## src/rtl/pipe_stage_reg.sv

```systemverilog
// Elastic pipeline-stage register with valid/ready handshake, stall (freeze) and flush.
// Define PIPE_SKID_EN to add a skid entry so that in_ready comes straight from a flop.
module pipe_stage_reg #(
  parameter int                 DATA_W    = 64,
  parameter logic [DATA_W-1:0]  CLEAR_VAL = {DATA_W{1'b0}}
) (
  input  logic              clk,
  input  logic              rst,
  input  logic              flush,
  input  logic              freeze,
  input  logic              in_valid,
  output logic              in_ready,
  input  logic [DATA_W-1:0] in_data,
  output logic              out_valid,
  input  logic              out_ready,
  output logic [DATA_W-1:0] out_data,
  output logic [1:0]        occupancy
);

  // The encoding doubles as the live-entry count.
  typedef enum logic [1:0] {
    EMPTY = 2'd0,
    FULL  = 2'd1,
    SKID  = 2'd2
  } state_t;

  state_t            state;
  logic [DATA_W-1:0] main_q;
  logic              in_fire;
  logic              out_fire;

  assign out_valid = (state != EMPTY);
  assign occupancy = state;
  assign out_data  = main_q;
  assign out_fire  = out_valid & out_ready & ~freeze;
  assign in_fire   = in_valid & in_ready;

`ifdef PIPE_SKID_EN

  logic [DATA_W-1:0] skid_q;
  logic              ready_q;

  assign in_ready = ready_q;

  always_ff @(posedge clk or negedge rst) begin
    // NOTE: payload registers are reset too, because a reset or flushed stage
    // must present CLEAR_VAL (a NOP) rather than stale data.
    if (!rst) begin
      state   <= EMPTY;
      main_q  <= CLEAR_VAL;
      skid_q  <= CLEAR_VAL;
      ready_q <= 1'b1;
    end else if (flush) begin
      state   <= EMPTY;
      main_q  <= CLEAR_VAL;
      skid_q  <= CLEAR_VAL;
      ready_q <= 1'b1;
    end else begin
      case (state)
        EMPTY: begin
          if (in_fire) begin
            main_q <= in_data;
            state  <= FULL;
          end
        end
        FULL: begin
          if (out_fire && in_fire) begin
            main_q <= in_data;
          end else if (out_fire) begin
            state <= EMPTY;
          end else if (in_fire) begin
            // Downstream stalled: park the extra payload and stop accepting.
            skid_q  <= in_data;
            state   <= SKID;
            ready_q <= 1'b0;
          end
        end
        SKID: begin
          if (out_fire) begin
            main_q  <= skid_q;
            state   <= FULL;
            ready_q <= 1'b1;
          end
        end
        default: begin
          state   <= EMPTY;
          ready_q <= 1'b1;
        end
      endcase
    end
  end

`else

  // Accept when empty or when the held payload leaves this same cycle.
  assign in_ready = ~out_valid | out_fire;

  always_ff @(posedge clk or negedge rst) begin
    // NOTE: payload registers are reset too, because a reset or flushed stage
    // must present CLEAR_VAL (a NOP) rather than stale data.
    if (!rst) begin
      state  <= EMPTY;
      main_q <= CLEAR_VAL;
    end else if (flush) begin
      state  <= EMPTY;
      main_q <= CLEAR_VAL;
    end else begin
      case (state)
        EMPTY: begin
          if (in_fire) begin
            main_q <= in_data;
            state  <= FULL;
          end
        end
        FULL: begin
          if (out_fire && in_fire) begin
            main_q <= in_data;
          end else if (out_fire) begin
            state <= EMPTY;
          end
        end
        default: state <= EMPTY;
      endcase
    end
  end

`endif

endmodule

```

## config.mk

```make
export PLATFORM = sky130hd
export DESIGN_NAME = pipe_stage_reg
export DESIGN_NICKNAME = d
export VERILOG_FILES = /design/src/rtl/pipe_stage_reg.sv
export SDC_FILE = /design/constraint.sdc
export NUM_CORES = 1
export LEC_CHECK = 0
export BUFFER_PORTS_ARGS = -buffer_cell sky130_fd_sc_hd__buf_4
export CAP_MARGIN = 5
export CORE_MARGIN = 2
export CORE_UTILIZATION = 39
export DETAILED_ROUTE_END_ITERATION = 12
export PLACE_DENSITY = 0.76
export SLEW_MARGIN = 15
export SYNTH_ARGS = -nofsm -noshare
export SYNTH_HDL_FRONTEND = slang
export SYNTH_SLANG_ARGS = --single-unit
export TNS_END_PERCENT = 10
```

## constraint.sdc

```tcl
create_clock -name clk -period 1.2 [get_ports clk]
set_input_delay 0.06 -clock clk [delete_from_list [all_inputs] [get_ports clk]]
set_output_delay 0.06 -clock clk [all_outputs]
set_load 0.02 [all_outputs]
```

==> impl_metrics.csv <==
group,metric,value,unit
run_status,run_status,"complete, but fails checks",
yosys,synth.distinct_cells,13,
finish,multiInputGateArea,643,um^2
worst_hold_path,hold_class,"in -> async",
yosys,synth-compound-area-share,25.2,%
route,drt-total-wl,7230,um
placed_design,gp_congestion,0.672,
clock_tree,clock_latency,0.32,ns
global_route,met3_usage,5.71,%
route,route.detailed.drc,0,
placed_design,port_buffers,136,
yosys,seq_area_frac_synth,68.6,%
finish,antennaDiodeCount,0,
setup_path,r2r_slack,-0.04,ns
clock_tree,clk_transition_reported_paths,0.08,ns
yosys,ys_warn_count,0,
yosys,muxShareOfSynthArea,0,%
yosys,yosys.area_share.simple,1.11,%
finish,ff_latch_area,0.00163,mm^2
global_route,top_usage_layer,"met2",
yosys,syn_area,0.00237,mm^2
setup_path,cp-start-kind,"flop",
setup_path,end_kind,"flop",
finish,mostFrequentLayoutCell,"buf_4",
setup_path,crit_type,"reg -> reg",
power,p_per_area,1250,mW/mm^2
finish,fill_cells,376,
clock_tree,cts_setup_buffers,0,
timing,post-route-period-util,103,%
finish,fin_util,74.9,%
setup_path,required,1.45,ns
yosys,avgSynthCellArea,15.5,um^2
power,power,5490,uW
floorplanning,start_util,40.3,%
placed_design,hpwl,4130,um
yosys,synthAdderAreaFrac,0,%
yosys,synth_cells,153,
timing,rsz0062_at_grt,"true",
finish,drive_gt1_share,45.1,%
timing,skew,0.00961,ns
finish,areaGrowthSynthToFinish,85.9,%
timing,drv_slew,0,
setup_path,worstPathArrival,1.48,ns
route,drt_iter0_markers,66,
floorplanning,die_h,82.0,um
global_route,grt_use_met2,38.7,%
finish,nets,431,
global_route,grt_usage,22.0,%
clock_tree,cts_buffers,9,
global_route,grtUsageMet1,25.9,%
clock_tree,clockBufferDepth,2,
global_route,grt_max_degree,34,
clock_tree,cts_tree,"built",
global_route,antenna_found_initial,0,
setup_path,cp-startpoint,"occupancy[0]",
timing,min_period,1.24,ns
global_route,grt_pass1_vias,2226,
timing,setup_viol,44,
floorplanning,rows,28,
job,cap_violations,0,
finish,layout.cells.most_common_list,"138 x buf_4, 67 x dlygate4sd3_1, 64 x a22o_1, 64 x dfrtp_1, 9 x clkbuf_8",
global_route,grt_pass1_wl,10900,um
floorplanning,die-area,0.00672,mm^2
yosys,synth-seq-cells,65,
global_route,overflow,0,
floorplanning,core_area,0.00589,mm^2
clock_tree,clock-sinks,65,
yosys,syn_nets,223,
setup_path,r2r-start,"occupancy[0]",
timing,setup_tns,-0.526,ns
clock_tree,h-tree-depth,3,
floorplanning,dieWidth,82.0,um
route,vias_per_cell,4.87,
route,vias,2147,
yosys,synth_xor_area_share,0,%
timing,max_freq,809,MHz
timing,fin_ws,-0.0354,ns
setup_path,critPathMaxFanout,33,
route,wire_per_inst,16.4,um
yosys,synth_top_family_by_area,"compound AO/OA/AOI/OAI gates",
clock_tree,root_buffer,"clkbuf_8",
route,antenna_left,0,
floorplanning,ios,138,
timing,finalHoldViolCount,0,
power,vdd_drop_max,735,uV
route,drtPass1Iterations,4,
power,power.leakage,0.00225,uW
run_status,violations,"negative setup slack",
## cell families after synthesis
kind of cell           count (synthesis)
and+or+nand+nor                        5
AOI/OAI and AO/OA                     67
DFF                                   65
other                                  1
buffers and inverters                 15
## power by group
part | internal [uW] | total (uW) | switching, uW
clock network | 1170 | 1980 | 814
logic | 610 | 1110 | 498
registers | 2320 | 2400 | 82.4
total | 4100 | 5490 | 1390
## layout make-up
| type | count | share of cell area (%) |
|---|---|---|
| repair buffers | 211 | 41.3 |
| flip-flops and latches | 65 | 36.9 |
| multi-input cells | 73 | 14.6 |
| clock buffers | 9 | 2.81 |
| clock inverters | 7 | 2.16 |
| well taps | 75 | 2.13 |
| inverters | 1 | 0.0852 |
## worst max-delay path, stage by stage (launching register included)
cell and delay, ns:
dfrtp_2 0.38, nor2b_2 0.06, a311oi_4 0.32, buf_12 0.24, a22o_1 0.16
## path summary, 6_finish.rpt
path,end,depth (start not counted)
worst max-delay path,out_data[60],4
worst min-delay path,out_data[47],2
worst max register to register,out_data[60],4
worst min register to register,out_data[11],1
max in group asynchronous,out_data[38],3
min in group clk,occupancy[0],4
## synthesized netlist by cell type, drive strengths merged
library cell / instances / area (um^2)
dfrtp: 65 / 1630
a22o: 64 / 561
nand2: 1 / 3.75
nor2: 1 / 3.75
buf: 14 / 113
conb: 1 / 3.75
a311oi: 1 / 26.3
a21oi: 2 / 10.0
nand2b: 2 / 12.5
nor2b: 1 / 6.26
inv: 1 / 3.75
## through the flow
step	area [um^2]	setup WS (ns)	cells	hold WS, ns
floorplan	2370	-0.149	153	-0.236
global placement	3510	0.0301	358	-0.0245
detailed placement	3510	-0.0168	358	-0.0266
CTS	4390	-0.0291	440	-0.0240
global route	4410	-0.0659	441	0.180
finish	4410	-0.0354	441	0.168
## layer usage
layer  wire length [um]  share of wire, %
met1               2860                40
met2               3870                54
met3                400               5.5
met4                102               1.4
met5                  0                 0
## sequential cells by signal (all words and copies together) (netlist names)
name and cells:
occupancy 1, out_data 64
## what timing repair did
item / in CTS / in global routing
gates resized for setup: 0 / 2
hold buffers: 66 / 1
endpoints found under the hold margin: 130 / 1
pin swaps: 22 / 21
endpoints found under the setup margin: 48 / 65
Note: power is estimated with default switching activity, not from simulation.
